[src/rtl/task1_rom.sv]
// task1_rom: read-only program memory holding the fixed Task 1 program for the
// 10-bit single-cycle CPU. It has 2**ADDR_W words of DATA_W bits and is indexed
// directly by the program counter.
//
// Ports:
//   clk       in   system clock, used only in registered-output mode
//   rst_n     in   asynchronous active-low reset, used only in registered-output mode
//   address   in   word address (PC value)
//   read_data out  instruction word at address
//
// Build option:
//   TASK1_ROM_REG_OUT_EN  When defined, read_data is registered: one cycle of
//                         latency, and reset forces NOP. When undefined, the read
//                         is purely combinational with zero latency.
//
// Contents are fixed at elaboration and are not affected by reset. Every location
// past the program reads as NOP (all zeros).

`timescale 1ns/1ps

module task1_rom #(
    parameter int unsigned DATA_W = 10,
    parameter int unsigned ADDR_W = 10
) (
    input  logic              clk,
    input  logic              rst_n,
    input  logic [ADDR_W-1:0] address,
    output logic [DATA_W-1:0] read_data
);

    localparam logic [DATA_W-1:0] Nop = '0;

    // Decoded ROM word for the current address. Addresses outside the program
    // fall through to the default, so no location is ever uninitialised.
    logic [DATA_W-1:0] rom_word;

    always_comb begin
        rom_word = Nop;
        case (address)
            ADDR_W'(0): rom_word = DATA_W'(10'b1100010000); // load s0, 0(t0)
            ADDR_W'(1): rom_word = DATA_W'(10'b0000101101); // sub t3, t3, t3
            ADDR_W'(2): rom_word = DATA_W'(10'b0111010101); // addi s2, s2, 1
            ADDR_W'(3): rom_word = DATA_W'(10'b1101001000); // load t1, 0(s0) (loop head)
            ADDR_W'(4): rom_word = DATA_W'(10'b0111010001); // addi s0, s0, 1
            ADDR_W'(5): rom_word = DATA_W'(10'b0111010111); // addi s2, s2, -1
            ADDR_W'(6): rom_word = DATA_W'(10'b1011001110); // beq t3, s2, +2 (to word 8)
            ADDR_W'(7): rom_word = DATA_W'(10'b1000000011); // jump to word 3
            ADDR_W'(8): rom_word = DATA_W'(10'b0010000010); // halt
            default:    rom_word = Nop;
        endcase
    end

`ifdef TASK1_ROM_REG_OUT_EN

    logic [DATA_W-1:0] read_data_q;

    // The asynchronous reset forces NOP immediately, so a CPU held in reset
    // never sees a stale instruction word.
    always_ff @(posedge clk or negedge rst_n) begin
        if (!rst_n) begin
            read_data_q <= Nop;
        end else begin
            read_data_q <= rom_word;
        end
    end

    assign read_data = read_data_q;

`else

    // clk and rst_n remain on the port list so both build options share one
    // footprint. This mode does not use them.
    logic unused_ctrl;
    assign unused_ctrl = clk ^ rst_n;

    assign read_data = rom_word;

`endif

endmodule

[config.mk]
export PLATFORM = sky130hd
export DESIGN_NAME = task1_rom
export DESIGN_NICKNAME = d
export VERILOG_FILES = /design/src/rtl/task1_rom.sv
export SDC_FILE = /design/constraint.sdc
export NUM_CORES = 1
export LEC_CHECK = 0
export CAP_MARGIN = 10
export CORE_AREA = 2 2 39 41
export DETAILED_ROUTE_END_ITERATION = 8
export DIE_AREA = 0 0 41 43
export PLACE_DENSITY = 0.66
export SKIP_LAST_GASP = 1
export SLEW_MARGIN = 20
export SYNTH_ARGS = -nofsm -noshare
export SYNTH_HDL_FRONTEND = slang
export SYNTH_SLANG_ARGS = --single-unit
export TNS_END_PERCENT = 10
[constraint.sdc]
create_clock -name vclk -period 0.88
set_input_delay 0.132 -clock vclk [all_inputs]
set_output_delay 0.132 -clock vclk [all_outputs]
set_load 0.005 [all_outputs]
==> flow_metrics.env, run 1 <==
export IMPL_hold_depth=6
export IMPL_avgViaCountPerCell=4.24
export IMPL_synth_cell_type_count=15
export IMPL_p_clk_share_pct=0
export IMPL_slew_limit_headroom_pct=81.0
export IMPL_gp_congestion=0.685
export IMPL_crit_type="in -> out"
export IMPL_design_seq_count=0
export IMPL_seqCellArea_sq_um=0
export IMPL_drt_iter0_drc=0
export IMPL_drt_first_pass_iters=1
export IMPL_antenna_found_initial=0
export IMPL_status="finished, violations left"
export IMPL_initial_core_util_pct=20.3
export IMPL_grt_max_degree=9
export IMPL_timing_final_ws_setup_ns=-0.402
export IMPL_crit_fanout=4
export IMPL_overflow=0
export IMPL_power_density_nw_per_um2=268
export IMPL_p_sw_share_pct=44.3
export IMPL_seq_power_share_pct=0
export IMPL_p_int_w=0.0000911
export IMPL_fill_cells=144
export IMPL_postSynthAreaPerCell_sq_um=7.61
export IMPL_arrival_ns=1.15
export IMPL_end_kind="primary output"
export IMPL_grt_pass1_vias=293
export IMPL_finalSetupViolations=10
export IMPL_power_w=0.000163
export IMPL_yosysWarnings=0
export IMPL_p_switching_w=0.0000723
export IMPL_synthesis_area_sq_um=282
export IMPL_numPortBuffers=20
export IMPL_die_h_microns=43
export IMPL_drv_cap=0
export IMPL_layout_common_cells="buf_4, buf_2, buf_6"
export IMPL_die_w_microns=41
export IMPL_drcViolationCount=0
export IMPL_area_growth_pct=117
export IMPL_required_ns=0.75
export IMPL_combPwrFrac_pct=100.0
export IMPL_rsz0062_at_grt="true"
export IMPL_grt_usage_pct=8.89
export IMPL_holdBufCountCts=0
export IMPL_multi_input_area_sq_um=297
export IMPL_synth_seq_area_share_pct=0
export IMPL_power_leakage_nw=0.326
export IMPL_final_common_cell="buf_4"
export IMPL_dieArea_sq_um=1760
export IMPL_min_period_ns=1.28
export IMPL_io_pins=22
export IMPL_ir_drop_mv=0.148
export IMPL_syn_inst=37
export IMPL_violations="setup timing"
export IMPL_top_layer="met3"
export IMPL_diodes=0
export IMPL_grt_pass1_wl_mm=1.17
export IMPL_m1WireLength_microns=308
export IMPL_wl_met3_microns=83
export IMPL_drt_wl_total_microns=786
export IMPL_syn_nets=55
export IMPL_num_rows=14
export IMPL_ant_nets=0
export IMPL_fmax_mhz=780
export IMPL_setup_tns_ns=-3.62
export IMPL_wl_per_cell_microns=8.93
export IMPL_vias=373
export IMPL_drive_above_1_share_pct=61.1
export IMPL_min_path_type="in -> out"
export IMPL_wl_met2_microns=394
export IMPL_cp_start_kind="input port"
export IMPL_finalHoldViolCount=0
export IMPL_worst_pin_slew_ns=0.283
export IMPL_finalMaxSlewViolations=0
export IMPL_dp_hpwl_microns=603
export IMPL_fin_nets=92
export IMPL_nClkBuffers=0
export IMPL_design_core_area_sq_um=1380
export IMPL_min_period_over_period_pct=146
export IMPL_holdWs_ns=0.736
-- what timing repair did --
action / 4_1_cts / 5_1_grt
endpoints found under the setup margin: 10 / 10
resized for setup: 70 / 4
buffers inserted: 7 / 0
pin swaps: 6 / 3
-- critical path: stages --
cell	delay, ns
dlygate4sd2_1	0.27
ha_1	0.20
or2_2	0.29
a21oi_2	0.13
buf_2	0.12
-- Yosys cell counts --
| cell type | instances | share of area, % |
|---|---|---|
| or2_2 | 1 | 2.2 |
| ha_1 | 6 | 27 |
| a211oi_2 | 2 | 8.9 |
| nand3b_4 | 1 | 7.1 |
| a21oi_1 | 5 | 8.9 |
| nor3b_2 | 1 | 4.4 |
| nand3b_1 | 1 | 2.7 |
| buf_2 | 1 | 1.8 |
| nor2b_1 | 1 | 2.2 |
| nand2b_1 | 4 | 8.9 |
| nor4_4 | 1 | 7.6 |
| inv_1 | 3 | 4.0 |
| nor2_1 | 6 | 8.0 |
| nand2_1 | 3 | 4.0 |
| a21o_1 | 1 | 2.7 |
-- power by group through the flow --
| stage | Clock [W] | Combinational [W] | Sequential, W |
|---|---|---|---|
| floorplan | 0 | 0.0000590 | 0 |
| global placement | 0 | 0.000157 | 0 |
| detailed placement | 0 | 0.000159 | 0 |
| CTS | 0 | 0.000162 | 0 |
| global route | 0 | 0.000179 | 0 |
| finish | 0 | 0.000163 | 0 |
-- cell type report --
cell class	count	share of cell area [%]
Timing Repair Buffer	36	46.3
Inverter	3	1.84
Tap cell	16	3.28
Multi-Input combinational cell	33	48.6
-- routing by layer --
metal	global-route usage (%)	vias to the layer above
li1	-	193
met1	12.0	165
met2	15.6	15
met3	0.524	0
met4	0	0
met5	0	-
-- final timing paths --
check / start / slack, ns / to
hold / removal: address[5] / 0.74 / read_data[5]
setup / recovery: address[0] / -0.40 / read_data[8]
-- through the flow --
| stage | worst slack [ns] | instance area (sq um) | util [%] | instances |
|---|---|---|---|---|
| 6_report | -0.402 | 611 | 44.1 | 88 |
| 3_3_place_gp | -1.09 | 564 | 40.8 | 81 |
| 2_1_floorplan | -0.0475 | 282 | - | 37 |
| 3_5_place_dp | -1.11 | 564 | 40.8 | 81 |
| 5_1_grt | -0.472 | 611 | 44.1 | 88 |
| 4_1_cts | -0.432 | 602 | 43.5 | 88 |
-- cells by family after synthesis --
family / after synthesis / share of synthesized area (%)
compound gates: 8 / 20.4
fa+ha+maj: 6 / 26.7
buf+inv: 4 / 5.78
simple gates: 19 / 47.1
(Power assumes the default switching activity.)
==> inputs of run 2 (changes only) <==
--- a/config.mk
+++ b/config.mk
@@ -10,6 +10,7 @@
 export DETAILED_ROUTE_END_ITERATION = 8
 export DIE_AREA = 0 0 41 43
 export PLACE_DENSITY = 0.66
+export REMOVE_ABC_BUFFERS = 1
 export SKIP_LAST_GASP = 1
 export SLEW_MARGIN = 20
 export SYNTH_ARGS = -nofsm -noshare
==> run 2 against run 1 <==
Effect of this change: the run still ends with setup timing left; worst setup slack improved by 0.0046 ns; fmax grew 0.36%; non-clock buffer count fell by 3; routed wire length grew 2.7%; sequential share of layout area did not move; highest routed layer unchanged; sequential cell count unchanged; core utilization down 1.9 points; largest cell class unchanged; design area shrank 4.3%; critical endpoint is now read_data[5]; critical path depth increased by 1; clock-buffer cell count is the same.
==> flow_metrics.env, run 2 (synthesis gave the netlist of run 1 again) <==
export IMPL_seqCellArea_sq_um=0
export IMPL_crit_family="simple AND/OR/NAND/NOR gates"
export IMPL_required_ns=0.75
export IMPL_area_growth_pct=108
export IMPL_slew_limit_headroom_pct=80.7
export IMPL_drt_iter0_drc=0
export IMPL_diodes=0
export IMPL_grt_pass1_vias=263
export IMPL_avgViaCountPerCell=4.06
export IMPL_setup_tns_ns=-3.57
export IMPL_drt_wl_total_microns=807
export IMPL_drcViolationCount=0
export IMPL_die_h_microns=43
export IMPL_antenna_found_initial=0
export IMPL_gp_congestion=0.773
export IMPL_power_leakage_nw=0.326
export IMPL_power_density_nw_per_um2=273
export IMPL_fmax_mhz=783
export IMPL_final_common_cell="buf_2"
export IMPL_overflow=0
export IMPL_design_seq_count=0
export IMPL_instances_no_fill=85
export IMPL_crit_top_cell="buf_6"
export IMPL_design_core_area_sq_um=1380
export IMPL_layout_common_cells="buf_2, buf_4, buf_6"
export IMPL_fin_nets=89
export IMPL_vias=345
export IMPL_drt_first_pass_iters=1
export IMPL_finalHoldViolCount=0
export IMPL_end_kind="primary output"
export IMPL_min_period_over_period_pct=145
export IMPL_violations="setup timing"
export IMPL_cp_slowest_stage_delay_ns=0.33
export IMPL_placed_area_sq_um=564
export IMPL_multi_input_area_sq_um=283
export IMPL_grt_usage_pct=8.39
export IMPL_min_period_ns=1.28
export IMPL_drv_cap=0
export IMPL_min_path_type="in -> out"
export IMPL_grt_pass1_wl_mm=1.10
export IMPL_finalInstanceArea_sq_um=584
export IMPL_ant_nets=0
export IMPL_drive_above_1_share_pct=53.6
export IMPL_finalMaxSlewViolations=0
export IMPL_numPortBuffers=20
export IMPL_fill_cells=151
export IMPL_nClkBuffers=0
export IMPL_grt_max_degree=8
export IMPL_dp_cells=81
export IMPL_num_rows=14
export IMPL_holdBufCountCts=0
export IMPL_finalSetupViolations=10
export IMPL_die_w_microns=41
export IMPL_ir_drop_mv=0.146
export IMPL_initial_core_util_pct=20.3
export IMPL_dp_hpwl_microns=590
export IMPL_rsz0062_at_grt="true"
export IMPL_crit_type="in -> out"
export IMPL_path_cells="buf_6, nor4_4, nand3b_4, buf_6, nor3b_2, buf_2"
export IMPL_cpMaxStageDelayCell="nor4_4"
export IMPL_worst_pin_slew_ns=0.288
export IMPL_crit_fanout=6
export IMPL_io_pins=22
export IMPL_path_buf_inv=3
export IMPL_status="finished, violations left"
export IMPL_holdWs_ns=0.621
export IMPL_timing_final_ws_setup_ns=-0.397
export IMPL_cp_start_kind="input port"
export IMPL_arrival_ns=1.15
export IMPL_dieArea_sq_um=1760
export IMPL_wl_per_cell_microns=9.49
==> run 2: cell count changes in the layout (fill, tap and decap cells not counted), sizes merged <==
cell           before  now
buf                28   24
clkdlybuf4s15       3    4
==> run 2: timing repair <==
| item | 4_1_cts | 5_1_grt |
|---|---|---|
| gates resized for setup | 71 | 0 |
| pin swaps | 7 | 1 |
| setup buffers | 4 | 0 |
| setup endpoints to repair | 10 | 10 |
| hold endpoints to repair | 0 | 0 |
==> run 2: routing by layer <==
layer  wire length, microns  part of all wire [%]  track usage (%)
met4                      0                     0                0
met1                    378                    47             13.3
met5                      0                     0                0
met2                    327                    41             12.8
met3                    101                    13            0.524
==> run 2: per-stage QoR <==
| step | utilization [%] | power, W | setup WS [ns] |
|---|---|---|---|
| 6_report | 42.2 | 0.000159 | -0.397 |
| 5_1_grt | 42.2 | 0.000176 | -0.472 |
| 4_1_cts | 42.2 | 0.000160 | -0.405 |
| 3_5_place_dp | 40.8 | 0.000158 | -1.11 |
| 3_3_place_gp | 40.8 | 0.000157 | -1.10 |
| 2_1_floorplan | - | 0.0000525 | -0.0802 |
==> run 2: path summary, 6_finish.rpt <==
path                  slack [ns]       start            to  cells after the start
worst min-delay path        0.62  address[6]  read_data[7]                      5
worst max-delay path       -0.40  address[6]  read_data[5]                      6
==> run 2: worst min-delay path: stages <==
cell and delay, ns:
buf_6 0.07, nor4_4 0.04, nand2_1 0.08, a21oi_1 0.04, buf_2 0.12
==> run 2: final cells by class <==
type               count  area share [%]
inverters              3            1.93
repair buffers        33            46.3
multi-input cells     33            48.4
well taps             16            3.43
==> run 2: where the power goes <==
part | total (W) | switching [W] | internal (W) | leakage (nW)
clock network | 0 | 0 | 0 | 0
registers | 0 | 0 | 0 | 0
logic | 0.000159 | 0.0000690 | 0.0000905 | 0.326
total | 0.000159 | 0.0000690 | 0.0000905 | 0.326
==> inputs of run 3 (changes only) <==
--- a/config.mk
+++ b/config.mk
@@ -9,7 +9,8 @@
 export CORE_AREA = 2 2 39 41
 export DETAILED_ROUTE_END_ITERATION = 8
 export DIE_AREA = 0 0 41 43
-export PLACE_DENSITY = 0.66
+export GPL_TIMING_DRIVEN = 0
+export PLACE_DENSITY_LB_ADDON = 0.3
 export REMOVE_ABC_BUFFERS = 1
 export SKIP_LAST_GASP = 1
 export SLEW_MARGIN = 20
==> run 3 against run 2 <==
Effect of this change: the flow still finishes with violations (setup timing); fmax decreased by 1.5%; non-clock buffer count is 8 lower; clock-buffer cell count did not move; combinational power down 23%; global-route usage grew 0.40 points; core utilization decreased by 5.7 points; cell count decreased by 9.4%; sequential share of layout area unchanged; power is 23% lower; critical path type unchanged; critical endpoint is now read_data[6]; largest cell class unchanged; highest routed layer unchanged.
==> flow_metrics.env, run 3 (synthesis gave the netlist of run 1 again) <==
export IMPL_status="finished, violations left"
export IMPL_violations="setup timing"
export IMPL_finalMaxSlewViolations=0
export IMPL_die_h_microns=43
export IMPL_instances_no_fill=77
export IMPL_vias=331
export IMPL_holdWs_ns=0.561
export IMPL_hold_depth=3
export IMPL_p_clk_share_pct=0
export IMPL_design_seq_count=0
export IMPL_grt_max_degree=13
export IMPL_cp_slowest_stage_delay_ns=0.35
export IMPL_num_rows=14
export IMPL_cp_start_kind="input port"
export IMPL_min_period_over_period_pct=147
export IMPL_p_int_w=0.0000595
export IMPL_min_period_ns=1.30
export IMPL_wl_per_cell_microns=9.74
export IMPL_seq_power_share_pct=0
export IMPL_grt_pass1_vias=274
export IMPL_p_sw_share_pct=51.4
export IMPL_ant_nets=0
export IMPL_min_path_type="in -> out"
export IMPL_seqCellArea_sq_um=0
export IMPL_fmax_mhz=771
export IMPL_diodes=0
export IMPL_drt_first_pass_iters=1
export IMPL_timing_final_ws_setup_ns=-0.417
export IMPL_antenna_found_initial=0
export IMPL_ir_drop_mv=0.0963
export IMPL_initial_core_util_pct=20.3
export IMPL_numPortBuffers=20
export IMPL_finalHoldViolCount=0
export IMPL_finalSetupViolations=10
export IMPL_io_pins=22
export IMPL_end_kind="primary output"
export IMPL_area_growth_pct=79.6
export IMPL_required_ns=0.75
export IMPL_worst_pin_slew_ns=0.306
export IMPL_grt_usage_pct=8.79
export IMPL_avgViaCountPerCell=4.30
export IMPL_power_leakage_nw=0.286
export IMPL_die_w_microns=41
export IMPL_final_common_cell="buf_2"
export IMPL_grt_pass1_wl_mm=1.16
export IMPL_nClkBuffers=0
export IMPL_fin_nets=81
export IMPL_path_cells="buf_6, nor4_4, nand3b_4, buf_6, a211oi_2, buf_2"
export IMPL_arrival_ns=1.16
export IMPL_dieArea_sq_um=1760
export IMPL_overflow=0
export IMPL_drv_cap=0
export IMPL_p_switching_w=0.0000628
export IMPL_layout_common_cells="buf_2, dlygate4sd2_1, ha_1, buf_6, nor2_1"
export IMPL_dp_cells=72
export IMPL_rsz0062_at_grt="true"
export IMPL_gp_congestion=0.714
export IMPL_drt_wl_total_microns=750
export IMPL_crit_type="in -> out"
export IMPL_design_core_area_sq_um=1380
export IMPL_combPwrFrac_pct=100.0
export IMPL_dp_slack_ns=-1.27
export IMPL_drt_iter0_drc=0
export IMPL_drcViolationCount=0
export IMPL_power_density_nw_per_um2=242
export IMPL_min_from="address[1]"
export IMPL_min_to="read_data[4]"
export IMPL_cpMaxStageDelayCell="nor4_4"
export IMPL_dp_hpwl_microns=529
export IMPL_power_w=0.000122
export IMPL_slew_limit_headroom_pct=79.4
export IMPL_drive_above_1_share_pct=44.3
export IMPL_crit_top_cell="buf_6"
export IMPL_crit_fanout=6
==> run 3: how the worst max path moves through the flow <==
stage	slack [ns]	end	from	depth (start not counted)
finish	-0.42	read_data[6]	address[6]	6
global route	-0.53	read_data[4]	address[6]	6
CTS	-0.42	read_data[5]	address[6]	6
detailed placement	-1.27	read_data[8]	address[1]	6
global placement	-1.28	read_data[8]	address[1]	6
floorplan	-0.08	read_data[4]	address[5]	3
==> run 3: critical path: cells and delay by family <==
kind                   cells  cell delay [ns]
AO/OA/AOI/OAI              1             0.13
buffers and inverters      3             0.39
AND/OR/NAND/NOR            2             0.52
==> run 3: per-layer routing <==
layer  up-vias  part of all wire (%)  track usage, %
met1       140                    49            14.2
met4         0                     0               0
met2        17                    37            13.1
li1        174                     -               -
met3         0                    14           0.524
met5         -                     0               0
==> run 3: cell type report <==
type	count	area, sq um
fill	163	878
inverter	3	11.3
timing repair buffer	25	199
tap	16	20.0
multi-input combinational	33	275
==> run 3: power by group through the flow <==
stage | logic [W] | clock network [W] | registers, W
final | 0.000122 | 0 | 0
after detailed placement | 0.000128 | 0 | 0
after floorplan | 0.0000525 | 0 | 0
after global routing | 0.000138 | 0 | 0
after global placement | 0.000127 | 0 | 0
after CTS | 0.000123 | 0 | 0
==> run 3: through the flow <==
stage	utilization, %	cell area, sq um	setup TNS, ns
after floorplan	-	277	-0.285
after global placement	35.9	497	-11.33
after detailed placement	35.9	497	-11.34
after CTS	36.5	505	-3.92
after global routing	36.5	505	-4.71
final	36.5	505	-3.87
==> run 3: repair_timing <==
| action | CTS | global route |
|---|---|---|
| gates resized for setup | 69 | 0 |
| hold buffers | 0 | 0 |
| setup buffers | 5 | 0 |
| pin swaps | 9 | 1 |
| endpoints found under the setup margin | 10 | 10 |
